[src/rtl/ps2_pkg.sv]
// Shared codes, frame FSM state encoding and the key event record for the PS/2 receiver.
package ps2_pkg;

    localparam logic [7:0] BREAK_CODE = 8'hF0;
    localparam logic [7:0] EXT_CODE   = 8'hE0;
    localparam logic [7:0] ERR_CODE0  = 8'h00;
    localparam logic [7:0] ERR_CODE1  = 8'hFF;

    typedef enum logic [1:0] {
        ST_IDLE,
        ST_DATA,
        ST_PARITY,
        ST_STOP
    } frame_state_t;

    typedef struct packed {
        logic       ext;
        logic       rel;
        logic [7:0] code;
    } key_event_t;

    // Odd parity: data bits plus parity bit must hold an odd number of ones.
    function automatic logic odd_parity_ok(input logic [7:0] data, input logic parity);
        return ^{data, parity};
    endfunction

    function automatic logic is_filler(input logic [7:0] code);
        return (code == ERR_CODE0) || (code == ERR_CODE1);
    endfunction

endpackage

[src/rtl/ps2_frame_rx.sv]
// PS/2 frame deserialiser: pin synchronisers, clock glitch filter, frame FSM,
// odd-parity check and inter-edge timeout. Outputs are single-cycle pulses.
module ps2_frame_rx
    import ps2_pkg::*;
#(
    parameter int FILTER_LEN     = 8,
    parameter int TIMEOUT_CYCLES = 200000
) (
    input  logic       clk,
    input  logic       reset_n,
    input  logic       ps2_clk,
    input  logic       ps2_data,
    output logic       byte_done,
    output logic [7:0] data_byte,
    output logic       parity_err,
    output logic       frame_err
);

    localparam int TW = $clog2(TIMEOUT_CYCLES + 1);

    logic                  clk_sync_p0;
    logic                  clk_sync_p1;
    logic                  data_sync_p0;
    logic                  data_sync_p1;
    logic [FILTER_LEN-1:0] clk_hist;
    logic                  filt_clk;
    logic                  fall;
    logic                  timeout;
    frame_state_t          state;
    logic [2:0]            bit_cnt;
    logic [7:0]            shift;
    logic                  parity_ok;
    logic [TW-1:0]         idle_cnt;

    // Synchroniser stage and filter stage
    always_ff @(posedge clk) begin
        if (!reset_n) begin
            clk_sync_p0  <= 1'b1;
            clk_sync_p1  <= 1'b1;
            data_sync_p0 <= 1'b1;
            data_sync_p1 <= 1'b1;
            clk_hist     <= '1;
            filt_clk     <= 1'b1;
        end else begin
            clk_sync_p0  <= ps2_clk;
            clk_sync_p1  <= clk_sync_p0;
            data_sync_p0 <= ps2_data;
            data_sync_p1 <= data_sync_p0;
            clk_hist     <= {clk_hist[FILTER_LEN-2:0], clk_sync_p1};
            if (clk_hist == '0) begin
                filt_clk <= 1'b0;
            end else if (&clk_hist) begin
                filt_clk <= 1'b1;
            end
        end
    end

    // The edge is flagged in the cycle the filtered clock is about to drop.
    assign fall    = filt_clk && (clk_hist == '0);
    assign timeout = (state != ST_IDLE) && !fall &&
                     (idle_cnt == TW'(TIMEOUT_CYCLES - 1));

    // Frame FSM stage
    always_ff @(posedge clk) begin
        if (!reset_n) begin
            state      <= ST_IDLE;
            bit_cnt    <= 3'd0;
            parity_ok  <= 1'b0;
            idle_cnt   <= '0;
            byte_done  <= 1'b0;
            parity_err <= 1'b0;
            frame_err  <= 1'b0;
        end else begin
            byte_done  <= 1'b0;
            parity_err <= 1'b0;
            frame_err  <= 1'b0;

            if (state == ST_IDLE || fall) begin
                idle_cnt <= '0;
            end else begin
                idle_cnt <= idle_cnt + TW'(1);
            end

            if (timeout) begin
                state     <= ST_IDLE;
                frame_err <= 1'b1;
            end else if (fall) begin
                case (state)
                    ST_IDLE: begin
                        if (!data_sync_p1) begin
                            state   <= ST_DATA;
                            bit_cnt <= 3'd0;
                        end else begin
                            frame_err <= 1'b1;
                        end
                    end
                    ST_DATA: begin
                        bit_cnt <= bit_cnt + 3'd1;
                        if (bit_cnt == 3'd7) begin
                            state <= ST_PARITY;
                        end
                    end
                    ST_PARITY: begin
                        parity_ok <= odd_parity_ok(shift, data_sync_p1);
                        state     <= ST_STOP;
                    end
                    ST_STOP: begin
                        byte_done  <= data_sync_p1 && parity_ok;
                        frame_err  <= !data_sync_p1;
                        parity_err <= !parity_ok;
                        state      <= ST_IDLE;
                    end
                    default: state <= ST_IDLE;
                endcase
            end
        end
    end

    // Data path: shift register and output byte carry no reset.
    always_ff @(posedge clk) begin
        if (fall && state == ST_DATA) begin
            shift <= {data_sync_p1, shift[7:1]};
        end
        if (fall && state == ST_STOP) begin
            data_byte <= shift;
        end
    end

endmodule

[src/rtl/ps2_key_event_rx.sv]
// PS/2 keyboard receiver top: prefix decoder, event FIFO, interrupt pulse and
// sticky error flags around the frame deserialiser.
module ps2_key_event_rx
    import ps2_pkg::*;
#(
    parameter int FILTER_LEN     = 8,
    parameter int TIMEOUT_CYCLES = 200000,
    parameter int FIFO_DEPTH     = 8,
    parameter int INTR_CYCLES    = 7,
    parameter int REPORT_RELEASE = 1
) (
    input  logic       CLK,
    input  logic       RESET_N,
    input  logic       PS2CLK,
    input  logic       PS2DATA,
    input  logic       POP,
    input  logic       CLR_ERR,
    output logic       INTRPT,
    output logic       VALID,
    output logic [7:0] SCANCODE,
    output logic       EXTENDED,
    output logic       RELEASE,
    output logic       OVERFLOW,
    output logic       PARITY_ERR,
    output logic       FRAME_ERR
);

    localparam int AW = $clog2(FIFO_DEPTH);
    localparam int PW = AW + 1;
    localparam int IW = (INTR_CYCLES < 1) ? 1 : $clog2(INTR_CYCLES + 1);

    logic          byte_done;
    logic [7:0]    data_byte;
    logic          parity_pulse;
    logic          frame_pulse;
    logic          ext_pend;
    logic          rel_pend;
    logic          push_req;
    key_event_t    ev;
    key_event_t    mem [FIFO_DEPTH];
    key_event_t    head;
    logic [PW-1:0] wr_ptr;
    logic [PW-1:0] rd_ptr;
    logic          empty;
    logic          full;
    logic          pop_ok;
    logic          push_ok;
    logic [IW-1:0] intr_cnt;

    ps2_frame_rx #(
        .FILTER_LEN    (FILTER_LEN),
        .TIMEOUT_CYCLES(TIMEOUT_CYCLES)
    ) u_frame_rx (
        .clk       (CLK),
        .reset_n   (RESET_N),
        .ps2_clk   (PS2CLK),
        .ps2_data  (PS2DATA),
        .byte_done (byte_done),
        .data_byte (data_byte),
        .parity_err(parity_pulse),
        .frame_err (frame_pulse)
    );

    // Decoder stage: prefixes accumulate, filler bytes are transparent
    always_comb begin
        push_req = 1'b0;
        ev       = '0;
        if (byte_done && data_byte != EXT_CODE && data_byte != BREAK_CODE &&
            !is_filler(data_byte)) begin
            ev.ext   = ext_pend;
            ev.rel   = rel_pend;
            ev.code  = data_byte;
            push_req = !(rel_pend && REPORT_RELEASE == 0);
        end
    end

    always_ff @(posedge CLK) begin
        if (!RESET_N) begin
            ext_pend <= 1'b0;
            rel_pend <= 1'b0;
        end else if (byte_done) begin
            if (data_byte == EXT_CODE) begin
                ext_pend <= 1'b1;
            end else if (data_byte == BREAK_CODE) begin
                rel_pend <= 1'b1;
            end else if (!is_filler(data_byte)) begin
                ext_pend <= 1'b0;
                rel_pend <= 1'b0;
            end
        end
    end

    // FIFO stage: the pop is resolved before the push so a full FIFO can accept
    assign empty   = (wr_ptr == rd_ptr);
    assign full    = (wr_ptr[AW] != rd_ptr[AW]) && (wr_ptr[AW-1:0] == rd_ptr[AW-1:0]);
    assign pop_ok  = POP && !empty;
    assign push_ok = push_req && (!full || pop_ok);

    always_ff @(posedge CLK) begin
        if (!RESET_N) begin
            wr_ptr <= '0;
            rd_ptr <= '0;
        end else begin
            if (pop_ok) begin
                rd_ptr <= rd_ptr + PW'(1);
            end
            if (push_ok) begin
                wr_ptr <= wr_ptr + PW'(1);
            end
        end
    end

    always_ff @(posedge CLK) begin
        if (push_ok) begin
            mem[wr_ptr[AW-1:0]] <= ev;
        end
    end

    assign head     = mem[rd_ptr[AW-1:0]];
    assign VALID    = !empty;
    assign SCANCODE = VALID ? head.code : 8'h00;
    assign EXTENDED = VALID && head.ext;
    assign RELEASE  = VALID && head.rel;

    // Interrupt and sticky-flag stage: a fresh error outranks a clear
    always_ff @(posedge CLK) begin
        if (!RESET_N) begin
            intr_cnt   <= '0;
            OVERFLOW   <= 1'b0;
            PARITY_ERR <= 1'b0;
            FRAME_ERR  <= 1'b0;
        end else begin
            if (push_ok) begin
                intr_cnt <= IW'(INTR_CYCLES);
            end else if (intr_cnt != '0) begin
                intr_cnt <= intr_cnt - IW'(1);
            end

            if (push_req && full && !pop_ok) begin
                OVERFLOW <= 1'b1;
            end else if (CLR_ERR) begin
                OVERFLOW <= 1'b0;
            end

            if (parity_pulse) begin
                PARITY_ERR <= 1'b1;
            end else if (CLR_ERR) begin
                PARITY_ERR <= 1'b0;
            end

            if (frame_pulse) begin
                FRAME_ERR <= 1'b1;
            end else if (CLR_ERR) begin
                FRAME_ERR <= 1'b0;
            end
        end
    end

    assign INTRPT = (intr_cnt != '0);

endmodule

[config.mk]
export PLATFORM = sky130hd
export DESIGN_NAME = ps2_key_event_rx
export DESIGN_NICKNAME = d
export VERILOG_FILES = /design/src/rtl/ps2_pkg.sv /design/src/rtl/ps2_frame_rx.sv /design/src/rtl/ps2_key_event_rx.sv
export SDC_FILE = /design/constraint.sdc
export NUM_CORES = 1
export LEC_CHECK = 0
export ABC_AREA = 1
export BUFFER_PORTS_ARGS = -buffer_cell sky130_fd_sc_hd__buf_4
export CAP_MARGIN = 0
export CORE_ASPECT_RATIO = 1.25
export CORE_MARGIN = 2
export CORE_UTILIZATION = 56
export DETAILED_ROUTE_END_ITERATION = 16
export PLACE_DENSITY = 0.82
export RECOVER_POWER = 25
export SETUP_SLACK_MARGIN = 0.3
export SYNTH_ARGS = -nofsm -noshare
export SYNTH_HDL_FRONTEND = slang
export SYNTH_HIERARCHICAL = 1
export SYNTH_SLANG_ARGS = --single-unit
export TNS_END_PERCENT = 50
[constraint.sdc]
create_clock -name CLK -period 2.1 [get_ports CLK]
set_clock_uncertainty 0.05 [all_clocks]
set_input_delay 0.315 -clock CLK [delete_from_list [all_inputs] [get_ports CLK]]
set_output_delay 0.315 -clock CLK [all_outputs]
set_load 0.005 [all_outputs]
==> impl_metrics.py <==
metrics = {
    "die": {
        "fp.coreArea_um2": 12050,
        "initial_core_util_pct": 56.81,
        "ioPinCount": 21,
        "rows": 45,
        "dieWidth_um": 102.9,
        "fp.dieArea_um2": 13130,
        "dieHeight_um": 127.6,
    },
    "finish": {
        "syn2layout_area_growth_pct": 27.29,
        "fin_nets": 823,
        "diodes": 0,
        "drive_gt1_share_pct": 26.62,
        "utilization_pct": 72.32,
        "fillCellCount": 797,
    },
    "yosys": {
        "yosysTopAreaCell": "edfxtp_1",
        "yosys_warnings": 6,
        "synth.net_count": 737,
        "synth_edf_count": 96,
        "synth_ff_type": "edfxtp_1",
        "syn-cell-area_um2": 6845,
        "synthDominantCellAreaShare_pct": 42.11,
        "async_flop_share_pct": 0,
        "avgSynthCellArea_um2": 9.507,
        "ys_top_cells_by_area": "edfxtp_1, dfxtp_1, nor2_1, nand2_1, o21ai_0",
        "syn_inst": 720,
        "yosysUniqueCellTypes": 36,
        "ys_ff_latch": 155,
        "synth-seq-area-share_pct": 59.37,
    },
    "sta": {
        "period_share_pct": 116.4,
        "hold_slack_ns": 0.02827,
        "rsz0062_at_grt": "yes",
        "setup_tns_ns": -0.9611,
        "max_freq_ghz": 0.4089,
        "worst_slack_ns": -0.3454,
        "worstMarginPinSlew_ns": 0.8306,
        "setup_viol": 10,
        "max-slew-margin-rel_pct": 44.63,
        "period_minus_slack_ns": 2.445,
        "hold_viol_final": 0,
        "report.final.slew_viol_count": 0,
    },
    "clocking": {
        "cts_tree": "built",
        "cts-buffers-inserted": 17,
        "clockRootBuffer": "clkbuf_16",
        "cts_buffer_depth": 2,
        "postCtsHoldBufs": 0,
        "numClockSinks": 155,
        "htreeDepth": 4,
        "path_clk_slew_ns": 0.06,
        "clk_latency_ns": 0.42,
    },
    "detailed_routing": {
        "drt_iter0_drc": 442,
        "dr_total_vias": 5591,
        "vias_per_cell": 5.688,
        "firstDrtPassIters": 5,
        "final_antenna_net_count": 0,
        "wl_per_cell_um": 18.60,
        "drc": 0,
        "routed_wl_um": 18290,
    },
    "placed_design": {
        "port_buffers": 20,
        "pre_cts_ws_ns": 0.1317,
        "hpwl_um": 9233,
        "place.gp.congestion": 0.7994,
    },
    "grt": {
        "grt_start_max_net_pins": 21,
        "grt_usage_pct": 26.18,
        "grt_overflow": 0,
        "antenna_found_initial": 0,
        "grt_pass1_wl_um": 26010,
        "grt_pass1_vias": 5479,
    },
    "power": {
        "leakage_uw": 0.003524,
        "powerDensity_nw_per_um2": 809.0,
        "power.total_uw": 7049,
        "ir_drop_mv": 0.5981,
    },
    "hold_path": {
        "min_from": "PS2DATA",
        "hold_depth": 2,
        "hold-path-endpoint": "u_frame_rx/data_sync_p0",
        "hp-class": "input port to flip-flop",
    },
    "job": {
        "max_cap_viol_count": 0,
    },
    "setup_path": {
        "timing.rr.start": "u_frame_rx/data_byte[5]",
        "r2r.worst_path.cells": 10,
        "crit_type": "flip-flop to output pin",
        "cp_max_fo": 16,
        "r2r_slack_ns": 0.05,
        "arrival_ns": 2.08,
        "cp_data_required_time_ns": 1.74,
        "start_kind": "flip-flop",
        "r2r_end": "mem[0][0]",
        "end_kind": "output pin",
    },
    "outcome": {
        "violations": "negative setup slack",
        "status": "finished, violations left",
    },
}
## area by class of cell
type | count | area [µm²] | share of cell area (%)
tap | 164 | 205.2 | 2.355
timing repair buffer | 89 | 948.4 | 10.88
sequential | 155 | 4085 | 46.88
multi-input combinational | 470 | 2613 | 29.98
clock inverter | 15 | 147.6 | 1.694
clock buffer | 17 | 425.4 | 4.882
inverter | 73 | 289.0 | 3.317
## flip-flops by register name (all words and copies together), names as in the netlist, 3 cells and up, named ones only
name / flops
u_frame_rx/data_byte: 8
rd_ptr: 4
mem: 80
u_frame_rx/bit_cnt: 3
intr_cnt: 3
u_frame_rx/clk_hist: 8
u_frame_rx/idle_cnt: 18
wr_ptr: 4
u_frame_rx/shift: 8
## where the power goes
part | internal, µW | switching [µW] | leakage [µW] | total [µW]
Combinational | 367 | 426 | 0.00169 | 792
Clock | 1740 | 1230 | 0.000272 | 2980
Sequential | 3240 | 43.4 | 0.00156 | 3280
## cells by family after synthesis
| family | Yosys count | share of synthesized area (%) |
|---|---|---|
| and+or+nand+nor | 335 | 22.54 |
| adders and majority gates | 11 | 2.011 |
| AOI/OAI and AO/OA | 110 | 8.646 |
| xor gates and xnor gates | 14 | 1.791 |
| DFF | 155 | 59.37 |
| buffers and inverters | 95 | 5.648 |
## worst max-delay path: stages, from the launching register on
cell	delay, ns
dfxtp_4	0.46
inv_6	0.08
buf_12	0.16
nor2_1	0.34
o21ai_1	0.14
o21ai_0	0.23
a31oi_1	0.09
buf_4	0.15
## layer usage
layer  part of all wire [%]  track usage, %  vias up
li1                       -               -     2568
met1                     33           26.76     2637
met2                     53           46.91      292
met3                    6.5           5.361       94
met4                    7.0           17.41        0
met5                      0               0        -
## synthesized netlist by cell type, types with 9 or more instances
| master | count |
|---|---|
| a21oi_1 | 25 |
| a31oi_1 | 10 |
| clkbuf_1 | 12 |
| dfxtp_1 | 59 |
| edfxtp_1 | 96 |
| ha_1 | 11 |
| inv_1 | 66 |
| nand2_1 | 111 |
| nand3_1 | 21 |
| nand4_1 | 12 |
| nor2_1 | 140 |
| nor3_1 | 9 |
| o21ai_0 | 64 |
| or2_2 | 10 |
| xor2_1 | 11 |
## what timing repair did
action	CTS	global route
gates cloned	6	6
pin swaps	18	27
gates resized for setup	65	77
setup endpoints to repair	171	157
setup buffers	18	17
## through the flow
| step | instance area [µm²] | std cells |
|---|---|---|
| floorplan | 6889 | 720 |
| global placement | 7335 | 904 |
| detailed placement | 7335 | 904 |
| CTS | 8341 | 960 |
| global route | 8713 | 983 |
| finish | 8713 | 983 |
## cells in the final DEF, fill, tap and decap left out, types with 3 or more instances in the layout
master	n
nand3_2	3
clkinv_2	3
a31oi_1	9
ha_1	11
inv_2	9
clkinv_4	3
or2_2	10
nor2_1	121
nor2_4	17
buf_16	3
xor2_1	11
nor3_4	3
edfxtp_1	96
buf_6	21
clkinvlp_4	4
clkbuf_16	20
nand2_1	99
nor3_1	6
dfxtp_4	4
buf_12	5
dfxtp_2	5
dfxtp_1	50
o21ai_0	38
inv_6	3
nand4_1	13
nand2_4	5
a21oi_1	26
nand3_4	3
inv_1	58
clkinv_1	4
clkbuf_4	3
buf_4	50
nand2_2	14
nand3b_1	4
nor2_2	14
nand3_1	20
o21ai_1	29
## worst max path at each step
stage	startpoint	endpoint	slack, ns
2_1_floorplan	u_frame_rx/data_byte[5]	mem[1][0]	0.18
3_3_place_gp	u_frame_rx/data_byte[5]	mem[4][7]	0.26
3_5_place_dp	u_frame_rx/data_byte[5]	mem[1][6]	0.13
4_1_cts	wr_ptr[1]	SCANCODE[2]	-0.006
5_1_grt	flip-flop	SCANCODE[1]	-0.47
6_report	flip-flop	SCANCODE[1]	-0.35
Note: power is estimated with default switching activity, not from simulation.
